==> src/rtl/dmem_copy_engine_if.sv <==
// Memory-port bundle between dmem_copy_engine (master) and Data_Memory (slave).
// Shared address, registered write, combinational gated read.
interface dmem_copy_engine_if #(
  parameter int ADDR_W = 16,
  parameter int DATA_W = 16
) ();

  logic [ADDR_W-1:0] mem_access_addr;
  logic [DATA_W-1:0] mem_write_data;
  logic              mem_write_en;
  logic              mem_read;
  logic [DATA_W-1:0] mem_read_data;

  modport master (
    output mem_access_addr,
    output mem_write_data,
    output mem_write_en,
    output mem_read,
    input  mem_read_data
  );

  modport slave (
    input  mem_access_addr,
    input  mem_write_data,
    input  mem_write_en,
    input  mem_read,
    output mem_read_data
  );

endinterface

==> src/rtl/dmem_copy_engine.sv <==
// Block copy / constant fill engine driving the single-port Data_Memory.
// Define DMEM_VERIFY_EN to add a readback VF cycle after every write with a sticky err flag.
module dmem_copy_engine #(
  parameter int ADDR_W = 16,
  parameter int DATA_W = 16,
  parameter int LEN_W  = 4
) (
  input  logic              clk,
  input  logic              rst,
  input  logic              start_i,
  input  logic              mode_i,
  input  logic [ADDR_W-1:0] src_addr_i,
  input  logic [ADDR_W-1:0] dst_addr_i,
  input  logic [LEN_W-1:0]  len_i,
  input  logic [DATA_W-1:0] fill_data_i,
  output logic              busy_o,
  output logic              done_o,
  output logic [LEN_W-1:0]  words_done_o,
  output logic              err_o,
  dmem_copy_engine_if.master mem
);

  typedef enum logic [2:0] {
    S_IDLE,
    S_RD,
    S_WR,
`ifdef DMEM_VERIFY_EN
    S_VF,
`endif
    S_DONE
  } state_t;

  state_t            state_q;
  logic              mode_q;
  logic [ADDR_W-1:0] srcPtr_q;
  logic [ADDR_W-1:0] dstPtr_q;
  logic [LEN_W-1:0]  len_q;
  logic [DATA_W-1:0] fill_q;
  logic [LEN_W-1:0]  wordsDone_q;
  logic              busy_q;
  logic              done_q;
  logic [ADDR_W-1:0] addr_q;
  logic [DATA_W-1:0] dataBuf_q;
  logic              we_q;
  logic              rd_q;

  logic [ADDR_W-1:0] srcInc_d;
  logic [ADDR_W-1:0] dstInc_d;
  logic [LEN_W-1:0]  wordsInc_d;

  assign srcInc_d   = srcPtr_q + 1'b1;
  assign dstInc_d   = dstPtr_q + 1'b1;
  assign wordsInc_d = wordsDone_q + 1'b1;

`ifdef DMEM_VERIFY_EN
  logic err_q;
  assign err_o = err_q;
`else
  assign err_o = 1'b0;
`endif

  // Strobes default low every cycle; each state re-asserts only what the next state needs.
  always_ff @(posedge clk or posedge rst) begin
    if (rst) begin
      state_q     <= S_IDLE;
      mode_q      <= 1'b0;
      srcPtr_q    <= '0;
      dstPtr_q    <= '0;
      len_q       <= '0;
      fill_q      <= '0;
      wordsDone_q <= '0;
      busy_q      <= 1'b0;
      done_q      <= 1'b0;
      addr_q      <= '0;
      dataBuf_q   <= '0;
      we_q        <= 1'b0;
      rd_q        <= 1'b0;
`ifdef DMEM_VERIFY_EN
      err_q       <= 1'b0;
`endif
    end else begin
      done_q <= 1'b0;
      we_q   <= 1'b0;
      rd_q   <= 1'b0;
      case (state_q)
        S_IDLE, S_DONE: begin
          if (start_i) begin
            mode_q      <= mode_i;
            srcPtr_q    <= src_addr_i;
            dstPtr_q    <= dst_addr_i;
            len_q       <= len_i;
            fill_q      <= fill_data_i;
            wordsDone_q <= '0;
`ifdef DMEM_VERIFY_EN
            err_q       <= 1'b0;
`endif
            if (len_i == '0) begin
              state_q <= S_DONE;
              done_q  <= 1'b1;
              busy_q  <= 1'b0;
            end else if (!mode_i) begin
              state_q <= S_RD;
              busy_q  <= 1'b1;
              rd_q    <= 1'b1;
              addr_q  <= src_addr_i;
            end else begin
              state_q   <= S_WR;
              busy_q    <= 1'b1;
              we_q      <= 1'b1;
              addr_q    <= dst_addr_i;
              dataBuf_q <= fill_data_i;
            end
          end else begin
            state_q <= S_IDLE;
          end
        end

        S_RD: begin
          state_q   <= S_WR;
          we_q      <= 1'b1;
          addr_q    <= dstPtr_q;
          dataBuf_q <= mem.mem_read_data;
        end

`ifdef DMEM_VERIFY_EN
        // Address and data registers still hold the word just written for the readback.
        S_WR: begin
          wordsDone_q <= wordsInc_d;
          srcPtr_q    <= srcInc_d;
          dstPtr_q    <= dstInc_d;
          state_q     <= S_VF;
          rd_q        <= 1'b1;
        end

        S_VF: begin
          if (mem.mem_read_data != dataBuf_q) begin
            err_q <= 1'b1;
          end
          if (wordsDone_q == len_q) begin
            state_q <= S_DONE;
            done_q  <= 1'b1;
            busy_q  <= 1'b0;
          end else if (!mode_q) begin
            state_q <= S_RD;
            rd_q    <= 1'b1;
            addr_q  <= srcPtr_q;
          end else begin
            state_q   <= S_WR;
            we_q      <= 1'b1;
            addr_q    <= dstPtr_q;
            dataBuf_q <= fill_q;
          end
        end
`else
        S_WR: begin
          wordsDone_q <= wordsInc_d;
          srcPtr_q    <= srcInc_d;
          dstPtr_q    <= dstInc_d;
          if (wordsInc_d == len_q) begin
            state_q <= S_DONE;
            done_q  <= 1'b1;
            busy_q  <= 1'b0;
          end else if (!mode_q) begin
            state_q <= S_RD;
            rd_q    <= 1'b1;
            addr_q  <= srcInc_d;
          end else begin
            state_q   <= S_WR;
            we_q      <= 1'b1;
            addr_q    <= dstInc_d;
            dataBuf_q <= fill_q;
          end
        end
`endif

        default: begin
          state_q <= S_IDLE;
          busy_q  <= 1'b0;
        end
      endcase
    end
  end

  assign busy_o              = busy_q;
  assign done_o              = done_q;
  assign words_done_o        = wordsDone_q;
  assign mem.mem_access_addr = addr_q;
  assign mem.mem_write_data  = dataBuf_q;
  assign mem.mem_write_en    = we_q;
  assign mem.mem_read        = rd_q;

endmodule

==> src/flat_wrapper.sv <==
// flat-port wrapper written by rule: the top's interface ports become plain ports
module dmem_copy_engine_flat 
#(
  parameter int ADDR_W = 16,
  parameter int DATA_W = 16,
  parameter int LEN_W  = 4
)
  (clk, rst, start_i, mode_i, src_addr_i, dst_addr_i, len_i, fill_data_i, busy_o, done_o, words_done_o, err_o, mem_mem_access_addr, mem_mem_write_data, mem_mem_write_en, mem_mem_read, mem_mem_read_data);
  dmem_copy_engine_if #(.ADDR_W(ADDR_W), .DATA_W(DATA_W)) mem_i ();
  input  logic clk;
  input  logic rst;
  input  logic start_i;
  input  logic mode_i;
  input  logic [ADDR_W-1:0] src_addr_i;
  input  logic [ADDR_W-1:0] dst_addr_i;
  input  logic [LEN_W-1:0] len_i;
  input  logic [DATA_W-1:0] fill_data_i;
  output logic busy_o;
  output logic done_o;
  output logic [LEN_W-1:0] words_done_o;
  output logic err_o;
  output wire logic [$bits(mem_i.mem_access_addr)-1:0] mem_mem_access_addr;
  output wire logic [$bits(mem_i.mem_write_data)-1:0] mem_mem_write_data;
  output wire logic [$bits(mem_i.mem_write_en)-1:0] mem_mem_write_en;
  output wire logic [$bits(mem_i.mem_read)-1:0] mem_mem_read;
  input wire logic [$bits(mem_i.mem_read_data)-1:0] mem_mem_read_data;
  assign mem_mem_access_addr = mem_i.mem_access_addr;
  assign mem_mem_write_data = mem_i.mem_write_data;
  assign mem_mem_write_en = mem_i.mem_write_en;
  assign mem_mem_read = mem_i.mem_read;
  assign mem_i.mem_read_data = mem_mem_read_data;
  dmem_copy_engine #(.ADDR_W(ADDR_W), .DATA_W(DATA_W), .LEN_W(LEN_W)) u_core (.clk(clk), .rst(rst), .start_i(start_i), .mode_i(mode_i), .src_addr_i(src_addr_i), .dst_addr_i(dst_addr_i), .len_i(len_i), .fill_data_i(fill_data_i), .busy_o(busy_o), .done_o(done_o), .words_done_o(words_done_o), .err_o(err_o), .mem(mem_i));
endmodule
==> config.mk <==
export PLATFORM = sky130hd
export DESIGN_NAME = dmem_copy_engine_flat
export DESIGN_NICKNAME = d
export VERILOG_FILES = /design/src/rtl/dmem_copy_engine_if.sv /design/src/rtl/dmem_copy_engine.sv /design/src/flat_wrapper.sv
export SDC_FILE = /design/constraint.sdc
export NUM_CORES = 1
export LEC_CHECK = 0
export ABC_AREA = 1
export CORE_MARGIN = 1.5
export CORE_UTILIZATION = 40
export DETAILED_ROUTE_END_ITERATION = 10
export GPL_TIMING_DRIVEN = 0
export SLEW_MARGIN = 30
export SYNTH_ARGS = -nofsm -noshare
export SYNTH_HDL_FRONTEND = slang
export SYNTH_SLANG_ARGS = --single-unit
==> constraint.sdc <==
create_clock -name clk -period 8.55 [get_ports clk]
set_input_delay 1.2825 -clock clk [delete_from_list [all_inputs] [get_ports clk]]
set_output_delay 1.2825 -clock clk [all_outputs]
set_load 0.03 [all_outputs]
# After elaboration in Yosys (flattened, before gate mapping)
# Index checks and enable logic that the tools add are counted.
# classes
addsub	3
n_eq_ne	10
n_mux	44
bitwise_logic	1
reduce_logical	10
# ops
op	n
16-bit two-way mux	12
16-bit one-hot mux with 3 select lines	2
16-bit one-hot mux with 2 select lines	2
16-bit by 1-bit adder with 16-bit output (second input constant)	2
1-bit two-way mux	16
3-bit two-way mux	3
3-bit one-hot mux with 3 select lines	1
2-bit != test (second input constant)	4
4-bit one-hot mux with 2 select lines	1
3-bit by 2-bit equality test with 1-bit output (second input constant)	2
1-bit one-hot mux with 3 select lines	2
6-bit AND reduction	1
4-bit by 1-bit adder with 4-bit output (second input constant)	1
4-bit equality test	1
4-bit zero test	1
2-bit two-way mux	2
4-bit two-way mux	1
2-bit by 1-bit != test with 1-bit output (second input constant)	2
1-bit one-hot mux with 2 select lines	2
2-bit AND reduction	2
4-bit AND reduction	1
3-bit by 1-bit equality test with 1-bit output (second input constant)	1
3-bit zero test	1
3-bit AND reduction	1
4 further kinds	4
# totals
regBits	96
input_bits	72
word_cells	81

# Depth between registers and ports, before layout
# Gate-level depths: netlist of run 1.
# depth
word_depth	4
ltp_mapped	14
depth_no_buf	13

# Worst setup path after synthesis of run 1
# OpenSTA, ideal clock, no wires.
# synth_timing
kind	input to register
from	input len_i[3]
to	register u_core.dataBuf_q[0], in the netlist u_core.mem.mem_write_data[0]
setup_time_ns	0.128
arrival_time_ns	2.137
path_slack_ns	6.285
path_stages	8
n_path_buf	1
cell_sequence	inv_1 > nand4_1 > nand2_1 > a21oi_1 > nand2_4 > buf_12 > nand2_1 > o21ai_2
# synth_via
elab_chain_cells	3
# synth_rtl
element	line_no	source
start: declaration	flat_wrapper.sv:16	input logic [LEN_W-1:0] len_i;
4-bit zero test	dmem_copy_engine.sv:97	if (len_i == '0) begin
2-bit != test (no source line)	-	
6-bit AND reduction (no source line)	-	
end signal: assignment	dmem_copy_engine.sv:111	dataBuf_q <= fill_data_i;
end signal: assignment	dmem_copy_engine.sv:122	dataBuf_q <= mem.mem_read_data;
end signal: assignment	dmem_copy_engine.sv:171	dataBuf_q <= fill_q;
end: declaration	dmem_copy_engine.sv:43	logic [DATA_W-1:0] dataBuf_q;
# No other way between the ends.
# A chain may end at the register's enable or synchronous reset.

# Worst setup path in the final report of run 1
# layout_timing
from	register u_core.wordsDone_q[0], in the netlist u_core.words_done_o[0]
to	output words_done_o[0]
# layout_lines
element	line_no	source
start: declaration	dmem_copy_engine.sv:39	logic [LEN_W-1:0] wordsDone_q;
start signal: assignment	dmem_copy_engine.sv:156	wordsDone_q <= wordsInc_d;
end: declaration	flat_wrapper.sv:20	output logic [LEN_W-1:0] words_done_o;
# No word-level cell between the ends.

==> results.sh, run 1 <==
export IMPL_run_status="finished, final reports clean"
export IMPL_seq_area_frac_synth=0.415
export IMPL_crit_path_start="u_core.words_done_o[0]"
export IMPL_initial_core_util=0.411
export IMPL_hp_start="u_core.mem.mem_write_data[13]"
export IMPL_max_freq_ghz=0.353
export IMPL_power_internal_w=0.00165
export IMPL_pin_count=113
export IMPL_tightest_slew_ns=0.683
export IMPL_p_sw_w=0.00165
export IMPL_synth_warnings=0
export IMPL_insertedDiodeCount=0
export IMPL_min_delay_path_class="reg -> reg"
export IMPL_fin_util=0.532
export IMPL_fin_worst_skew_ns=0.00990
export IMPL_path_class="reg -> out"
export IMPL_fillCellCount=1387
export IMPL_period_needed_ns=2.83
export IMPL_first_iter_violations=611
export IMPL_crit_buf_inv=1
export IMPL_combPwrFrac=0.603
export IMPL_grt_max_degree=51
export IMPL_post_dp_hpwl_mm=14.7
export IMPL_clk_pin_slew_ns=0.07
export IMPL_clk_latency_ns=0.36
export IMPL_endpoint_kind="primary output"
export IMPL_syn_inst=782
export IMPL_cp_num_cells=1
export IMPL_cts_sinks=95
export IMPL_antenna_found_initial=0
export IMPL_gp_congestion=0.905
export IMPL_pwr_share_seq=0.261
export IMPL_routed_top_layer="met4"
export IMPL_dieHeight_um=123
export IMPL_syn_to_final_growth_pct=29.6
export IMPL_grt_use_total=0.268
export IMPL_vdd_drop_max_uv=176
export IMPL_synthDistinctLibCells=37
export IMPL_io_buffers=111
export IMPL_finalSetupTns_ns=0
export IMPL_synth_nets=860
export IMPL_wl_met2_mm=9.13
export IMPL_grt_pass1_wl_mm=30.3
export IMPL_period_share=0.331
export IMPL_post_cts_buffers=0
export IMPL_arrival_ns=1.55
export IMPL_reg2reg_from="u_core.state_q[0]"
export IMPL_cellPowerDensity_mw_per_mm2=446
export IMPL_clock_power_share=0.136
export IMPL_gr_total_overflow=0
export IMPL_cts_root_buf="clkbuf_16"
export IMPL_rsz0062_at_grt="no"
export IMPL_hold_depth=2
export IMPL_num_nets_final=983
export IMPL_syn_area_mm2=0.00572
export IMPL_synth_async_sr_flop_share=1.00
export IMPL_cts_buffers=9
export IMPL_regArea_mm2=0.00238
export IMPL_clockBufferDepth=2
export IMPL_critPathMaxStageDelay_ns=0.72
export IMPL_hold_buffers=0
export IMPL_multi_input_area_mm2=0.00287
export IMPL_cts_tree="yes"
export IMPL_relSlewSlack=0.545
export IMPL_finalMaxSlewViolations=0
export IMPL_setup_violations=0
export IMPL_worstPathRequired_ns=7.27
export IMPL_swShare=0.500
export IMPL_synth_edf_count=0
export IMPL_antenna_left=0
export IMPL_layout_drive_gt1_share=0.0791
export IMPL_drt_met1_wl_mm=8.25
export IMPL_critPathTopFamily="buffers and inverters"
export IMPL_die_w_um=123
export IMPL_wl_per_cell_um=17.9
export IMPL_core_rowCount=43
export IMPL_cts_max_level=3
export IMPL_maxCapViolations=0
export IMPL_drt_pass1_iterations=6
export IMPL_num_vias=6012
export IMPL_postRouteWirelength_mm=19.5
export IMPL_met3_wirelength_mm=1.42
export IMPL_cts_resized=0
export IMPL_synth_flop_cell="dfrtp_1"
export IMPL_fp_coreArea_mm2=0.0139
export IMPL_slowest_stage="clkdlybuf4s50_1"
export IMPL_cp_cell_sequence="clkdlybuf4s50_1"
export IMPL_setup_worst_path_start_class="flip-flop"
export IMPL_syn_mean_instance_area_um2=7.32
export IMPL_drc=0
export IMPL_dieArea_mm2=0.0150
export IMPL_finalHoldViolCount=0
export IMPL_critPathMaxFanout=7
export IMPL_p_leak_nw=3.32
export IMPL_viasPerCell=5.52
export IMPL_worstRegToRegCells=10
export IMPL_ys_seq_elements=95
export IMPL_grt_pass1_vias=5602
==> flip-flops by register name (all words and copies together) (netlist names), 2 cells and up <==
| register | cells |
|---|---|
| u_core.state_q | 2 |
| u_core.fill_q | 16 |
| u_core.mem.mem_access_addr | 16 |
| u_core.len_q | 4 |
| u_core.mem.mem_write_data | 16 |
| u_core.words_done_o | 4 |
| u_core.dstPtr_q | 16 |
| u_core.srcPtr_q | 16 |
==> cell families (layout without fill, tap and decap cells) <==
group                      count (synthesis)  count (layout)  synth area share
and+or+nand+nor                          371             371             0.270
AOI/OAI and AO/OA                        194             194             0.199
buffers and inverters                    103             231            0.0835
DFF                                       95              95             0.415
xor gates and xnor gates                  12              12            0.0184
adders and majority gates                  6               6            0.0131
other                                      1               1          0.000655
==> per-layer routing <==
layer | vias to the layer above | global-route usage
li1 | 2845 | -
met1 | 2851 | 0.359
met2 | 274 | 0.423
met3 | 42 | 0.0511
met4 | 0 | 0.116
met5 | - | 0
==> worst paths after layout <==
check,to,slack (ns)
max,words_done_o[0],5.72
min,u_core.mem.mem_write_data[13],0.48
max reg2reg,u_core.mem.mem_access_addr[8],6.33
min reg2reg,u_core.mem.mem_write_data[13],0.48
max in group asynchronous,u_core.dstPtr_q[15],6.58
min in group asynchronous,u_core.len_q[2],1.35
==> layout make-up <==
class                   instances  area share
flip-flops and latches         95       0.320
multi-input cells             584       0.387
plain buffers                  41      0.0331
clock inverters                 7      0.0137
clock buffers                   9      0.0304
well taps                     180      0.0304
repair buffers                112       0.153
inverters                      62      0.0320
==> cells in the mapped netlist (10+ instances only) <==
library cell / instances / area (um2)
a221oi_1: 14 / 123
nor2_1: 80 / 300
nand2_1: 214 / 803
clkbuf_1: 17 / 63.8
a21oi_1: 53 / 265
o22ai_1: 18 / 113
inv_1: 56 / 210
nand3_1: 51 / 255
nand4_1: 11 / 68.8
o21ai_2: 16 / 140
buf_2: 10 / 50.1
dfrtp_1: 95 / 2380
o21ai_0: 75 / 375
==> per-stage QoR <==
step	worst slack, ns	hold WS [ns]	area, um2	power [W]	cells
after floorplan	4.79	0.450	5720	0.00217	782
after global placement	3.11	0.463	7060	0.00281	1073
after detailed placement	5.41	0.472	7090	0.00284	1074
after CTS	5.71	0.487	7420	0.00330	1090
after global routing	5.65	0.505	7420	0.00356	1090
final	5.72	0.484	7420	0.00331	1090
==> power groups by stage <==
stage / Clock (W) / Combinational, W / Sequential (W)
6_report: 0.000451 / 0.00199 / 0.000864
3_5_place_dp: 0 / 0.00198 / 0.000864
3_3_place_gp: 0 / 0.00195 / 0.000858
5_1_grt: 0.000473 / 0.00219 / 0.000895
4_1_cts: 0.000455 / 0.00199 / 0.000860
2_1_floorplan: 0 / 0.00118 / 0.000986
==> cell usage in the layout (no fill, tap or decap), drive strengths merged, types with 24 or more instances in the layout <==
master / n
nand2: 220
clkdlybuf4s50: 111
dfrtp: 95
o21ai: 95
nor2: 86
inv: 63
a21oi: 53
nand3: 52
clkbuf: 27
buf: 24
Power figures use the tool's default switching activity.
==> run 2, diff against run 1 <==
==> constraint.sdc (replaced) <==
create_clock -name clk -period 2.97 [get_ports clk]
set_input_delay 0.4455 -clock clk [delete_from_list [all_inputs] [get_ports clk]]
set_output_delay 0.4455 -clock clk [all_outputs]
set_load 0.03 [all_outputs]
==> results of run 2 <==
The final DEF is identical to that of run 1. Status: finished, final reports clean.
Main changes from that run: setup slack after placement 5.41 ns -> 0.663 ns; setup slack after layout 5.72 ns -> 0.749 ns; start point of the critical path u_core.words_done_o[0] -> u_core.state_q[0]; end point of the critical path words_done_o[0] -> u_core.mem.mem_access_addr[8]; register-to-register setup slack 6.33 ns -> 0.75 ns; total power 0.00331 W -> 0.00952 W; worst IR drop on VDD 176 uV -> 507 uV
